==> config.mk <==
export PLATFORM = sky130hd
export DESIGN_NAME = lampfpu_exp_flat
export DESIGN_NICKNAME = d
export VERILOG_FILES = /design/src/rtl/lampfpu_exp_if.sv /design/src/rtl/lampfpu_exp.sv /design/src/flat_wrapper.sv
export SDC_FILE = /design/constraint.sdc
export NUM_CORES = 1
export LEC_CHECK = 0
export ABC_AREA = 1
export ABC_CLOCK_PERIOD_IN_PS = 7700
export CAP_MARGIN = 10
export CORE_MARGIN = 5
export CORE_UTILIZATION = 30
export DETAILED_ROUTE_END_ITERATION = 16
export MAX_ROUTING_LAYER = met4
export PLACE_DENSITY_LB_ADDON = 0.05
export RECOVER_POWER = 25
export SLEW_MARGIN = 15
export SYNTH_ARGS = -nofsm -noshare
export SYNTH_HDL_FRONTEND = slang
export SYNTH_SLANG_ARGS = --single-unit
==> constraint.sdc <==
create_clock -name clk -period 7.7 [get_ports clk]
set_input_delay 1.155 -clock clk [delete_from_list [all_inputs] [get_ports clk]]
set_output_delay 1.155 -clock clk [all_outputs]
set_load 0.1 [all_outputs]
==> src/rtl/lampfpu_exp_if.sv <==
// rtl/lampfpu_exp_if.sv - operand/result bundle of the bfloat16 e^x unit
interface lampfpu_exp_if;
  logic        do_exp;
  logic        s_op;
  logic [8:0]  ext_e_op1;
  logic [7:0]  ext_f_op1;
  logic        is_z_op;
  logic        is_inf_op;
  logic        is_snan_op;
  logic        is_qnan_op;
  logic        s_res;
  logic [7:0]  e_res;
  logic [11:0] f_res;
  logic        valid;
  logic        is_overflow;
  logic        is_underflow;
  logic        is_to_round;

  modport master (
    output do_exp, s_op, ext_e_op1, ext_f_op1, is_z_op, is_inf_op, is_snan_op, is_qnan_op,
    input  s_res, e_res, f_res, valid, is_overflow, is_underflow, is_to_round
  );

  modport slave (
    input  do_exp, s_op, ext_e_op1, ext_f_op1, is_z_op, is_inf_op, is_snan_op, is_qnan_op,
    output s_res, e_res, f_res, valid, is_overflow, is_underflow, is_to_round
  );
endinterface

==> src/rtl/lampfpu_exp.sv <==
// rtl/lampfpu_exp.sv - multi-cycle bfloat16 e^x, unrounded post-norm style result
// Optional LAMP_FPU_EXP_LINCORR_EN adds the (1 + r_lo) linear correction multiply in EVAL.
module lampfpu_exp (
  input  logic        clk,
  input  logic        rst,
  lampfpu_exp_if.slave bus
);

  localparam logic [16:0] LOG2E    = 17'h17154;
  localparam logic [15:0] LN2      = 16'hB172;
  localparam int          LUT_AW   = 6;
  localparam logic [16:0] QNAN_E_F = 17'h1FEC0;
  localparam logic signed [43:0] HALF_Q32 = 44'sh0_8000_0000;

  localparam logic [2:0] IDLE   = 3'd0;
  localparam logic [2:0] CONV   = 3'd1;
  localparam logic [2:0] RANGE  = 3'd2;
  localparam logic [2:0] REDUCE = 3'd3;
  localparam logic [2:0] EVAL   = 3'd4;
  localparam logic [2:0] OUT    = 3'd5;

  // e^(idx/64) rounded to unsigned Q1.14; only ever evaluated with constant arguments.
  function automatic logic [14:0] exp_q14(input int idx);
    longint x;
    longint term;
    longint sum;
    x    = longint'(idx) <<< 22;
    term = longint'(1) <<< 28;
    sum  = term;
    for (int n = 1; n < 12; n++) begin
      term = (term * x) / (longint'(n) <<< 28);
      sum  = sum + term;
    end
    return 15'((sum + (longint'(1) <<< 13)) >>> 14);
  endfunction

  logic [14:0] lut [2**LUT_AW];
  for (genvar g = 0; g < 2**LUT_AW; g++) begin : g_lut
    assign lut[g] = exp_q14((g < 32) ? g : g - 64);
  end

  logic [2:0] state;

  logic        s_q;
  logic [8:0]  ext_e_q;
  logic [7:0]  ext_f_q;
  logic        is_z_q;
  logic        is_inf_q;
  logic        is_nan_q;

  logic signed [25:0] x_q;
  logic               big_q;
  logic signed [9:0]  k_q;
  logic [5:0]         r_hi_q;
`ifdef LAMP_FPU_EXP_LINCORR_EN
  logic [9:0]         r_lo_q;
`endif
  logic [29:0]        mn_q;
  logic signed [10:0] e_q;

  // CONV: |x| in Q16 is the 1.7 mantissa shifted by (unbiased exponent + 9).
  logic signed [9:0]  ue;
  logic               big_d;
  logic               tiny;
  logic [3:0]         sh;
  logic [22:0]        mag;
  logic signed [25:0] x_d;

  always_comb begin
    ue    = $signed({1'b0, ext_e_q}) - 10'sd127;
    big_d = (ue >= 10'sd7);
    tiny  = (ue < -10'sd9);
    sh    = 4'(ue + 10'sd9);
    mag   = 23'(ext_f_q) << sh;
    if (big_d || tiny)
      x_d = '0;
    else if (s_q)
      x_d = -$signed({3'b0, mag});
    else
      x_d = $signed({3'b0, mag});
  end

  logic signed [43:0] kprod;
  logic signed [9:0]  k_d;

  always_comb begin
    kprod = 44'(x_q) * 44'($signed({1'b0, LOG2E}));
    k_d   = 10'((kprod + HALF_Q32) >>> 32);
  end

  // REDUCE: |r| < 0.5, so the low 16 bits of X - k*ln2 hold r exactly.
  logic [15:0] k_ext;
  logic [15:0] kln2;
  logic [5:0]  r_hi_d;

  assign k_ext = 16'(k_q);
  assign kln2  = k_ext * LN2;

`ifdef LAMP_FPU_EXP_LINCORR_EN
  logic [15:0] rdiff;
  logic [9:0]  r_lo_d;
  assign rdiff  = x_q[15:0] - kln2;
  assign r_hi_d = rdiff[15:10];
  assign r_lo_d = rdiff[9:0];
`else
  assign r_hi_d = 6'((x_q[15:0] - kln2) >> 10);
`endif

  // EVAL: m in Q1.30, always below 2.0, renormalised to a hidden bit at m[30].
  logic [14:0]        t_val;
  logic [30:0]        m;
  logic [29:0]        mn_d;
  logic signed [10:0] e_d;

  assign t_val = lut[r_hi_q];

`ifdef LAMP_FPU_EXP_LINCORR_EN
  assign m = {16'b0, t_val} * {14'b0, 1'b1, 6'b0, r_lo_q};
`else
  assign m = {t_val, 16'b0};
`endif

  always_comb begin
    mn_d = m[30] ? m[29:0] : {m[28:0], 1'b0};
    e_d  = 11'(k_q) + 11'sd127 - (m[30] ? 11'sd0 : 11'sd1);
  end

  logic        res_s;
  logic [7:0]  res_e;
  logic [11:0] res_f;
  logic        res_ovf;
  logic        res_unf;
  logic        res_rnd;

  always_comb begin
    res_s   = 1'b0;
    res_e   = 8'h00;
    res_f   = 12'h000;
    res_ovf = 1'b0;
    res_unf = 1'b0;
    res_rnd = 1'b0;
    if (is_nan_q) begin
      res_s          = s_q;
      {res_e, res_f} = {QNAN_E_F, 3'b000};
    end else if (is_inf_q) begin
      res_e = s_q ? 8'h00 : 8'hFF;
    end else if (is_z_q) begin
      res_e = 8'h7F;
      res_f = 12'h400;
    end else if (e_q >= 11'sd255 || (big_q && !s_q)) begin
      res_e   = 8'hFF;
      res_ovf = 1'b1;
    end else if (e_q <= 11'sd0 || big_q) begin
      res_unf = 1'b1;
    end else begin
      res_e   = e_q[7:0];
      res_f   = {1'b0, 1'b1, mn_q[29:23], mn_q[22], mn_q[21], |mn_q[20:0]};
      res_rnd = 1'b1;
    end
  end

  always_ff @(posedge clk) begin
    if (rst) begin
      state            <= IDLE;
      s_q              <= 1'b0;
      ext_e_q          <= '0;
      ext_f_q          <= '0;
      is_z_q           <= 1'b0;
      is_inf_q         <= 1'b0;
      is_nan_q         <= 1'b0;
      x_q              <= '0;
      big_q            <= 1'b0;
      k_q              <= '0;
      r_hi_q           <= '0;
`ifdef LAMP_FPU_EXP_LINCORR_EN
      r_lo_q           <= '0;
`endif
      mn_q             <= '0;
      e_q              <= '0;
      bus.s_res        <= 1'b0;
      bus.e_res        <= '0;
      bus.f_res        <= '0;
      bus.valid        <= 1'b0;
      bus.is_overflow  <= 1'b0;
      bus.is_underflow <= 1'b0;
      bus.is_to_round  <= 1'b0;
    end else begin
      bus.valid <= 1'b0;
      case (state)
        IDLE: begin
          if (bus.do_exp) begin
            s_q      <= bus.s_op;
            ext_e_q  <= bus.ext_e_op1;
            ext_f_q  <= bus.ext_f_op1;
            is_z_q   <= bus.is_z_op;
            is_inf_q <= bus.is_inf_op;
            is_nan_q <= bus.is_snan_op | bus.is_qnan_op;
            state    <= CONV;
          end
        end
        CONV: begin
          x_q   <= x_d;
          big_q <= big_d;
          state <= RANGE;
        end
        RANGE: begin
          k_q   <= k_d;
          state <= REDUCE;
        end
        REDUCE: begin
          r_hi_q <= r_hi_d;
`ifdef LAMP_FPU_EXP_LINCORR_EN
          r_lo_q <= r_lo_d;
`endif
          state  <= EVAL;
        end
        EVAL: begin
          mn_q  <= mn_d;
          e_q   <= e_d;
          state <= OUT;
        end
        OUT: begin
          bus.s_res        <= res_s;
          bus.e_res        <= res_e;
          bus.f_res        <= res_f;
          bus.is_overflow  <= res_ovf;
          bus.is_underflow <= res_unf;
          bus.is_to_round  <= res_rnd;
          bus.valid        <= 1'b1;
          state            <= IDLE;
        end
        default: state <= IDLE;
      endcase
    end
  end

endmodule
==> src/flat_wrapper.sv <==
// flat-port wrapper written by rule: the top's interface ports become plain ports
module lampfpu_exp_flat 
  (clk, rst, bus_do_exp, bus_s_op, bus_ext_e_op1, bus_ext_f_op1, bus_is_z_op, bus_is_inf_op, bus_is_snan_op, bus_is_qnan_op, bus_s_res, bus_e_res, bus_f_res, bus_valid, bus_is_overflow, bus_is_underflow, bus_is_to_round);
  lampfpu_exp_if bus_i ();
  input  logic clk;
  input  logic rst;
  input wire logic [$bits(bus_i.do_exp)-1:0] bus_do_exp;
  input wire logic [$bits(bus_i.s_op)-1:0] bus_s_op;
  input wire logic [$bits(bus_i.ext_e_op1)-1:0] bus_ext_e_op1;
  input wire logic [$bits(bus_i.ext_f_op1)-1:0] bus_ext_f_op1;
  input wire logic [$bits(bus_i.is_z_op)-1:0] bus_is_z_op;
  input wire logic [$bits(bus_i.is_inf_op)-1:0] bus_is_inf_op;
  input wire logic [$bits(bus_i.is_snan_op)-1:0] bus_is_snan_op;
  input wire logic [$bits(bus_i.is_qnan_op)-1:0] bus_is_qnan_op;
  output wire logic [$bits(bus_i.s_res)-1:0] bus_s_res;
  output wire logic [$bits(bus_i.e_res)-1:0] bus_e_res;
  output wire logic [$bits(bus_i.f_res)-1:0] bus_f_res;
  output wire logic [$bits(bus_i.valid)-1:0] bus_valid;
  output wire logic [$bits(bus_i.is_overflow)-1:0] bus_is_overflow;
  output wire logic [$bits(bus_i.is_underflow)-1:0] bus_is_underflow;
  output wire logic [$bits(bus_i.is_to_round)-1:0] bus_is_to_round;
  assign bus_i.do_exp = bus_do_exp;
  assign bus_i.s_op = bus_s_op;
  assign bus_i.ext_e_op1 = bus_ext_e_op1;
  assign bus_i.ext_f_op1 = bus_ext_f_op1;
  assign bus_i.is_z_op = bus_is_z_op;
  assign bus_i.is_inf_op = bus_is_inf_op;
  assign bus_i.is_snan_op = bus_is_snan_op;
  assign bus_i.is_qnan_op = bus_is_qnan_op;
  assign bus_s_res = bus_i.s_res;
  assign bus_e_res = bus_i.e_res;
  assign bus_f_res = bus_i.f_res;
  assign bus_valid = bus_i.valid;
  assign bus_is_overflow = bus_i.is_overflow;
  assign bus_is_underflow = bus_i.is_underflow;
  assign bus_is_to_round = bus_i.is_to_round;
  lampfpu_exp u_core (.clk(clk), .rst(rst), .bus(bus_i));
endmodule
# Yosys cells after proc, flatten, opt, wreduce, memory -nomap -nowiden

Memories as Yosys holds them, arrays and structs flattened.
Index checks and enable logic that the tools add are counted.

Shifts and indexed selects: 1
Equality and inequality tests: 6
Multipliers: 2
Bitwise operators: 2
Multiplexer cells: 35
Reduce and logical (&&, ||, !) cells: 8
Add/sub/neg operators: 7
Order comparisons: 5

Operator list:

| cell                                                               | number |
|---|---|
| 2-to-1 mux 26 bit                                                  | 2 |
| 2-to-1 mux 12 bit                                                  | 4 |
| 2-to-1 mux 8 bit                                                   | 6 |
| adder 42 x 33 -> 42 bit, second input constant                     | 1 |
| multiplier 26 x 16 -> 40 bit, second input constant                | 1 |
| 2-to-1 mux 15 bit                                                  | 2 |
| 2-to-1 mux 30 bit                                                  | 1 |
| negation 23 -> 26 bit                                              | 1 |
| left shift 8 x 4 -> 23 bit                                         | 1 |
| OR reduction 21 bit                                                | 1 |
| 2-to-1 mux 1 bit                                                   | 17 |
| multiplier 16 x 15 -> 15 bit, second input constant                | 1 |
| subtractor 16 bit                                                  | 1 |
| one-hot mux 3 bit (5 select lines)                                 | 1 |
| adder 10 x 8 -> 11 bit, second input constant                      | 1 |
| greater-or-equal comparator 11 x 9 -> 1 bit, second input constant | 1 |
| less-or-equal comparator 11 x 1 -> 1 bit, second input constant    | 1 |
| 2-to-1 mux 11 bit                                                  | 1 |
| subtractor 11 bit                                                  | 1 |
| greater-or-equal comparator 10 x 4 -> 1 bit, second input constant | 1 |
| < comparator 10 x 5 -> 1 bit, second input constant                | 1 |
| subtractor 9 x 7 -> 10 bit, second input constant                  | 1 |
| greater-or-equal comparator 7 bit, second input constant           | 1 |
| inverter 6 -> 7 bit                                                | 1 |
| other kinds (12)                                                   | 16 |

Logic and storage cells: 87
Input port bits: 25
Bits in read-only memories: 960
Register bits after elaboration: 133
Memories kept: 1

Memory list:

| name            | depth | bits a word | read ports | clocked after Yosys merged registers in | write ports | line               | source |
|---|---|---|---|---|---|---|---|
| (no name shown) | 64    | 15          | 1          | 0                                       | 0           | lampfpu_exp.sv:115 | `assign t_val = lut[r_hi_q];` |

# Logic depth before layout (Yosys ltp)

Depth in word-level cells: 7
Mapped depth: 32

# Worst setup path after synthesis

OpenSTA, ideal clock, no wires.

Path kind: reg-to-reg
Start: reg u_core.x_q[8]
End: reg u_core.k_q[5]
Stages on the path, launching flop included: 28
Setup slack: 2.172 ns
Required time: 7.591 ns
Data arrival time: 5.419 ns
Clock period less this slack: 5.528 ns
Buffers on the path: 0
Cell sequence: dfxtp_1 -> inv_1 -> fa_1 -> inv_1 -> ha_1 -> fa_1 -> fa_1 -> fa_1 -> inv_1 -> fa_1 -> inv_1 -> ha_1 -> nand2_1 -> nor2_1 -> inv_1 -> nor3_1 -> nand2_1 -> nand3_1 -> nand2_1 -> nand2_1 -> ha_1 -> nand3_1 -> nor3_2 -> nand2_1 -> nand2_1 -> nand3_1 -> nand2_1 -> inv_1

Word-level cells in the longest chain between the ends: 2

Ends and longest elaborated chain:

| item                         | line               | source |
|---|---|---|
| start, declared              | lampfpu_exp.sv:51  | `logic signed [25:0] x_q;` |
| start signal, assigned       | lampfpu_exp.sv:171 | `x_q <= '0;` |
| start signal, assigned       | lampfpu_exp.sv:202 | `x_q <= x_d;` |
| multiplier 26 x 16 -> 40 bit | lampfpu_exp.sv:87  | `kprod = 44'(x_q) * 44'($signed({1'b0, LOG2E}));` |
| adder 42 x 33 -> 42 bit      | lampfpu_exp.sv:88  | `k_d = 10'((kprod + HALF_Q32) >>> 32);` |
| end signal, assigned         | lampfpu_exp.sv:207 | `k_q <= k_d;` |
| end, declared                | lampfpu_exp.sv:53  | `logic signed [9:0] k_q;` |

Every way passes these cells.
A chain may end at the register's enable or synchronous reset.

# Worst setup path in the final report

Start: reg u_core.x_q[15]
End: reg u_core.k_q[7]

Same word-level chain as after synthesis.

==> results.md <==
* Outcome: finished with violations
* Failing checks: capacitance limit, slew limit
* RSZ-0062 raised after global routing: false
* Detailed placer's ending HPWL at 45900 um
* Top cells by area, synth: fa_1 19%, ha_1 17%, inv_1 14%
* Worst R2R Path Depth at 27
* Worst hold slack at 0.463 ns
* Rows at 89
* Full die area at around 0.064 mm^2
* WL/cell at 16.0 um
* DR pass1 iterations at 5
* Number of I/O pins at 50
* Syn Nets at 2995
* Yosys cell types at 58
* Post-Syn Instances at around 2600
* ANT cells at 0
* Data arrival time of the worst path at 6.87 ns
* Multi-input logic area at 0.0127 mm^2
* Global placer's final weighted congestion at about 0.9
* Area delta synth->final at 10.9%
* Register area at 0.00232 mm^2
* Final Instance Area at between 0.015 and 0.02 mm^2
* Dpl cell area at 0.0191 mm^2
* Die width at 253 um
* Max Freq at 0.153 GHz
* Mapped Avg Cell Area at roughly 7.0 um^2
* CP startpoint kind: register
* Fillers at approximately 6400
* DRT iter0 DRCs at 742
* Final Core Density at 0.335
* Final Hold Fails at 0
* First-pass GRT wire length at 87500 um
* CTS H-tree lvls at 4
* Peak fanout along the critical path at 7
* Max transition margin at -0.446
* Place WS at 1.04 ns
* CTS resizes at 0
* Worst Path Required at between 8 and 9 ns
* Initial antenna violation count at 0
* PnR worst setup slack at 1.18 ns
* Num Clock Sinks at 116
* CTS tree: yes
* Sequential area share after synthesis at 0.131
* Hold Crit Depth at 2
* Post-CTS setup buffer count at 0
* Post-Syn Area at 0.0178 mm^2
* Starting Density at 0.302
* Core outline area at 0.0589 mm^2
* # hold bufs at CTS at 0
* Worst-margin pin slew at 2.17 ns
* Remaining DRCs at 0
* Proportion of layout cells with a drive suffix above 1 at 0.0358
* Clock Root Buffer: clkbuf_16
* Max-cap viol count at 4
* Setup CP Type: register to register
* Clock Latency Late Sink at 0.46 ns
* Largest net degree at the start of global routing at 52
* Crit end category: register
* Max-slew violation count at 159
* VDD IR max at 0.169 mV
* Nets at about 3000
* Pwr dens at 148 mW/mm^2
* Skew final at 0.0154 ns
* Synth warn at 0
* Leakage power at 10.6 nW
* Vias at between 15000 and 20000
* Routed Wire Length at ~54000 um
* TNS Setup at 0 ns
* Total grt overflow at 0
* EDFF count, synth at 0
* Synthesis-stage register bit count at 116
* Vias in the first global route at 15900
* # setup viols final at 0
* Die height at 253 um
* IO Port Bufs at between 40 and 50
* Min Tclk post-route at 6.52 ns
* Antenna viol nets, final at 0
* Period utilization at 0.847
* Gr usage total at 0.178
* Yosys top cell by area: fa_1
* CTS Buffer Depth at 2
* Top_reg_cell synth: dfxtp_1
* Total CTS buffers at 17
* Share of the synthesized area in the top cell type at 0.191
* Worst Hold Class: register to register
* Synth async-reset ratio at 0
* Via density at 4.51
* Clk slew on worst S/H paths at 0.06 ns
## logic make-up after synthesis
| kind of cell | synth area share |
|---|---|
| AOI/OAI and AO/OA | 0.108 |
| xor gates and xnor gates | 0.0281 |
| adders and majority gates | 0.364 |
| buffers and inverters | 0.154 |
| DFF | 0.131 |
| other | 0.000211 |
| and+or+nand+nor | 0.215 |
## layout make-up
class                           instances  area share
Tap cell                              773      0.0491
Inverter                              667       0.127
Sequential cell                       116       0.118
Clock buffer                           21      0.0234
Timing Repair Buffer                   68      0.0308
Multi-Input combinational cell       1719       0.645
Clock inverter                          9     0.00660
## layout by cell type, fill, tap and decap left out, drive strengths merged, types with 16 or more instances in the layout
| cell type | count |
|---|---|
| nand3 | 135 |
| ha | 246 |
| nand2 | 561 |
| o21ai | 127 |
| nor2 | 155 |
| clkbuf | 26 |
| xnor2 | 22 |
| fa | 170 |
| buf | 16 |
| nor3 | 19 |
| clkdlybuf4s50 | 47 |
| xor2 | 35 |
| dfxtp | 116 |
| inv | 663 |
| nand4 | 19 |
| a21oi | 149 |
## report_power, final
part           switching (W)  internal, W
registers          0.0000529     0.000632
logic               0.000915     0.000492
clock network       0.000306     0.000520
total                0.00127      0.00164
## metal layers
metal	routed length, um	part of all wire	vias up	track usage
li1	-	-	7922	-
met1	27100	0.50	7042	0.239
met2	25000	0.46	192	0.292
met3	1210	0.022	40	0.0236
met4	769	0.014	0	0.0353
met5	0	0	-	-
## flip-flops by register name (all words and copies together) (netlist names), 3 cells and up
name and count:
u_core.x_q 26, u_core.mn_q 14, u_core.bus.f_res 11, u_core.e_q 11, u_core.k_q 10, u_core.ext_e_q 9
u_core.bus.e_res 8, u_core.ext_f_q 8, u_core.r_hi_q 6, u_core.state 3
## critical path: stages (launching register included)
cell and delay [ns]:
dfxtp_1 0.69, inv_1 0.31, fa_1 0.60, inv_1 0.05
ha_1 0.29, fa_1 0.53, fa_1 0.54, inv_1 0.05
fa_1 0.50, fa_1 0.54, inv_1 0.04, ha_1 0.30
nand2_1 0.13, nor2_1 0.22, nand2_1 0.12, nor3_1 0.16
nand2_1 0.10, nand3_1 0.08, nand2_1 0.05, nand2_1 0.09
ha_1 0.19, nand3_1 0.13, nor3_2 0.33, nand2_1 0.11
nand2_1 0.07, nand3_1 0.07, nand2_1 0.06, inv_1 0.04
## worst paths after layout
path,from,to,slack (ns)
setup reg to reg,u_core.x_q[15],u_core.k_q[7],1.18
hold / removal,u_core.ext_f_q[2],u_core.ext_f_q[2],0.46
hold reg to reg,u_core.ext_f_q[2],u_core.ext_f_q[2],0.46
setup / recovery,u_core.x_q[15],u_core.k_q[7],1.18
## metrics by stage
| stage | power (W) | cells |
|---|---|---|
| 2_1_floorplan | 0.00173 | 2554 |
| 3_3_place_gp | 0.00213 | 3343 |
| 3_5_place_dp | 0.00213 | 3343 |
| 4_1_cts | 0.00299 | 3373 |
| 5_1_grt | 0.00320 | 3373 |
| 6_report | 0.00292 | 3373 |
## synth_stat cells (all sizes together) (14+ instances only)
master and instances:
a21oi 149, clkbuf 40, dfxtp 116, fa 170, ha 246, inv 663
nand2 561, nand3 135, nand4 19, nor2 155, nor3 19, o211ai 14
o21ai 127, xnor2 22, xor2 35
Note: power is estimated with default switching activity, not from simulation.
==> RTL change 1 (config.mk and constraints unchanged) <==
Build with the macro `LAMP_FPU_EXP_LINCORR_EN` defined.
--- a/src/rtl/lampfpu_exp.sv
+++ b/src/rtl/lampfpu_exp.sv
@@ -2,2 +2,4 @@
 // Optional LAMP_FPU_EXP_LINCORR_EN adds the (1 + r_lo) linear correction multiply in EVAL.
+`define LAMP_FPU_EXP_LINCORR_EN
+
 module lampfpu_exp (
Function: changed (a bounded check fails within 10 cycles, from zero or initial values and one cycle with rst high).
==> RTL change 1 against the unedited design <==
Cell area is 48% higher. Routed wire length rose by 45%. The flow still finishes with violations (capacitance limit, slew limit). Sequential cell count rose by 26. Synthesized cell count increased by 35%. Synthesized area is 38% higher. Setup slack got worse by 1.0 ns. Largest cell class unchanged. Total power increased by 39%. Count of clock-buffer cells in the layout decreased by 4. Largest power group unchanged. Utilization grew 2.3 points. Worst hold slack lost 0.00091 ns. Critical path type unchanged.
==> RTL change 1: results (changes against the unedited design) <==
[yosys]
synth_nets = 4097  ; +37%
yosys-top-cells-area = fa_1 (23%), ha_1 (18%), dfxtp_1 (12%), nand2_1 (11%), inv_1 (11%)
synth_compound_area_frac = 0.1043  ; -0.003802
yosysUniqueCellTypes = 57  ; -1.7%
synthTopCellsByCount = nand2_1 (730), inv_1 (725), ha_1 (349)
synth_seq_area_share = 0.1156  ; -0.01500
synth-xor-area-share = 0.03026  ; +0.002196

[global_route]
grt_pass1_wl_um = 127200  ; +45%
gr-usage-all-layers = 0.1881  ; +0.009844
grt_pass1_vias = 22940  ; +44%

[worst_setup_path]
cp_slowest_cell = fa_1
slowest_delay_ns = 0.54  ; -0.15 ns

[outcome]
status = finished, violations left
violations = capacitance limit, slew limit

[timing]
finClkSkew_ns = 0.01688  ; +0.001436 ns
worst-slew-pin-transition_ns = 2.394  ; +0.2241 ns
maxSlewViolCount = 146  ; -8.2%

[run]
max_cap_viol_count = 3  ; -1

[drt]
drt-initial-drc-count = 1045  ; +41%

[cells_and_area]
fillers = 8868  ; +38%
fin_nets = 4336  ; +43%

[power]
switching_power_mw = 1.945  ; +53%
peakVddDrop_mv = 0.1173  ; -31%
p_leak_nw = 15.53  ; +46%

[placement]
globalplace.congestion = 0.8982  ; +1.1%

RTL change 1: cell types whose count changed in the layout (fill, tap and decap cells not counted), moves of 16 or more:
cell	unedited run	this run
ha_4	0	17
inv_1	651	710
fa_1	170	278
o21ai_0	115	136
buf_4	15	235
ha_1	246	327
dfxtp_1	116	139
nand2_2	6	22
a21oi_1	148	223
nand2_1	551	713
nor2_2	6	30
nand3_1	126	168
o21ai_1	8	26
nor2_1	146	260
RTL change 1: metal layers:
layer  vias to the layer above  wire [um]  part of all wire  track usage
li1                      11210          -                 -            -
met4                         0        891             0.011      0.02834
met1                     10660      38130              0.49       0.2550
met3                        49       1932             0.025      0.01904
met5                         -          0                 0            -
met2                       281      37560              0.48       0.3135
RTL change 1: worst paths after layout:
kind	from	end	slack, ns
setup reg to reg	u_core.r_hi_q[2]	u_core.e_q[9]	0.16
setup / recovery	u_core.r_hi_q[2]	u_core.e_q[9]	0.16
hold / removal	u_core.mn_q[18]	u_core.mn_q[18]	0.46
hold reg to reg	u_core.mn_q[18]	u_core.mn_q[18]	0.46
RTL change 1: repair_timing:
item,CTS,global route
gates resized for setup,85,83
pin swaps,39,62
hold buffers,0,0
setup endpoints to repair,6,7
buffers inserted,18,16
RTL change 1: power groups by stage:
stage / logic (mW) / clock network (mW) / registers, mW
floorplan: 1.53 / 0 / 0.850
global placement: 2.28 / 0 / 0.876
detailed placement: 2.27 / 0 / 0.876
CTS: 2.33 / 0.894 / 0.860
global route: 2.68 / 0.920 / 0.868
finish: 2.35 / 0.856 / 0.858
RTL change 1: area by class of cell:
class	count	area [um2]	share of cell area
Clock inverter	15	171.4	0.005868
Sequential cell	142	2854	0.09770
Clock buffer	17	425.4	0.01456
Tap cell	1070	1339	0.04583
Timing Repair Buffer	295	2372	0.08121
Inverter	743	2823	0.09663
Multi-Input combinational cell	2483	19230	0.6582
RTL change 1: worst register-to-register path: cells and delay by family (launching register included):
kind | cells | cell delay [ns]
compound gates | 6 | 0.78
xor+xnor | 1 | 0.09
fa+ha+maj | 10 | 4.02
buf+inv | 11 | 0.71
flops | 1 | 0.36
simple gates | 15 | 1.45
RTL change 1: per-stage QoR:
stage	worst slack, ns	instance area, um2	instances	power [mW]
6_report	0.1629	29210	4765	4.067
4_1_cts	0.001525	28800	4749	4.088
3_5_place_dp	-0.2784	27800	4699	3.146
3_3_place_gp	-0.3153	27800	4699	3.152
2_1_floorplan	0.006026	24710	3443	2.382
5_1_grt	-0.2818	29210	4765	4.468
RTL change 1: kinds of logic after synthesis:
logic type | after synthesis
other | 1
buffers and inverters | 818
adder cells (fa/ha/maj) | 629
flip-flops | 142
AND/OR/NAND/NOR | 1294
XOR/XNOR | 85
AO/OA/AOI/OAI | 474
==> RTL change 2 (same flow settings) <==
Without the edit above. Reset style: asynchronous (`rst`), changed in one clocked block.
--- a/src/rtl/lampfpu_exp.sv
+++ b/src/rtl/lampfpu_exp.sv
@@ -161,3 +161,3 @@
 
-  always_ff @(posedge clk) begin
+  always_ff @(posedge clk or posedge rst) begin
     if (rst) begin
Formal check against the unedited RTL: not equivalent (a bounded check fails within 10 cycles, from zero or initial values and one cycle with rst high; the reset may be asserted at any time).
==> RTL change 2 against the unedited design <==
Die area shrank 0.24%. Clock skew down 0.0023 ns. Synthesized area shrank 0.25%. Sequential cell count did not move. Critical path type unchanged. The run still ends with capacitance limit, slew limit left. Cell count down 3.2%. Routed wire length decreased by 1.0%. Cell area fell by 0.33%. Setup slack gained 0.15 ns. First-iteration DRC count shrank 15%.
Power is left out: the tool's default activity adds up to more than one toggle a clock period on the data nets, which glitch-free logic cannot reach.
==> RTL change 2: results (changes against the unedited design) <==
[outcome]
status = finished, violations left
violations = capacitance limit, slew limit

[global_route]
met2_usage = 0.2859  ; -0.006129
grt_pass1_vias = 15270  ; -4.2%
gr-usage-met3 = 0.02116  ; -0.002483
antenna_found_initial = 1  ; +1

[yosys]
synthTopCellsByCount = inv_1 (596), nand2_1 (561), ha_1 (246)
yosysUniqueCellTypes = 54  ; -6.9%
synth_seq_area_share = 0.1636  ; +0.03304
async_flop_share = 1.000  ; +1.000
synthFlopType = dfrtp_1

[worst_setup_path]
cp_slowest_cell = dfrtp_1
slowest_delay_ns = 0.58  ; -0.11 ns
arrival_ns = 6.71  ; -0.16 ns
reg2reg_depth = 29  ; +7.4%

[placement]
pre_cts_ws_ns = 1.314  ; +0.2719 ns
post-dp-hpwl_um = 45550  ; -0.79%
dp_cells = 3232  ; -3.3%

[drt]
wl_um = 53560  ; -1.0%
drt-initial-drc-count = 634  ; -15%
wl_per_cell_um = 16.41  ; +2.3%
wl_met3_um = 1029  ; -15%

[timing]
finClkSkew_ns = 0.01310  ; -0.002336 ns
maxSlewViolCount = 65  ; -59%
slew_headroom = -1.151  ; -0.7047

[cells_and_area]
drive_above_1_share = 0.02810  ; -0.007668
fillers = 6439  ; -0.11%

[run]
max_cap_viol_count = 1  ; -3

[RTL change 2: area by class of cell]
cell class,instances,share of cell area
flip-flops and latches,116,0.1477
multi-input cells,1674,0.6300
clock inverters,12,0.005476
repair buffers,64,0.02980
clock buffers,20,0.02222
well taps,773,0.04922
inverters,605,0.1156
[RTL change 2: final timing paths]
path | start | endpoint | slack, ns
worst max-delay path | u_core.x_q[5] | u_core.k_q[9] | 1.34
worst min-delay path | u_core.bus.s_res | u_core.bus.s_res | 0.48
worst max register to register | u_core.x_q[5] | u_core.k_q[9] | 1.34
worst min register to register | u_core.bus.s_res | u_core.bus.s_res | 0.48
max in group asynchronous | rst | u_core.x_q[14] | 3.87
min in group asynchronous | rst | u_core.bus.is_to_round | 2.06
[RTL change 2: cells by family after synthesis]
family | count (synthesis) | share of synthesized area
fa+ha+maj | 416 | 0.3653
simple gates | 912 | 0.2104
xor+xnor | 49 | 0.02419
flops | 116 | 0.1636
compound gates | 296 | 0.09732
buf+inv | 646 | 0.1389
other cells | 1 | 0.0002114
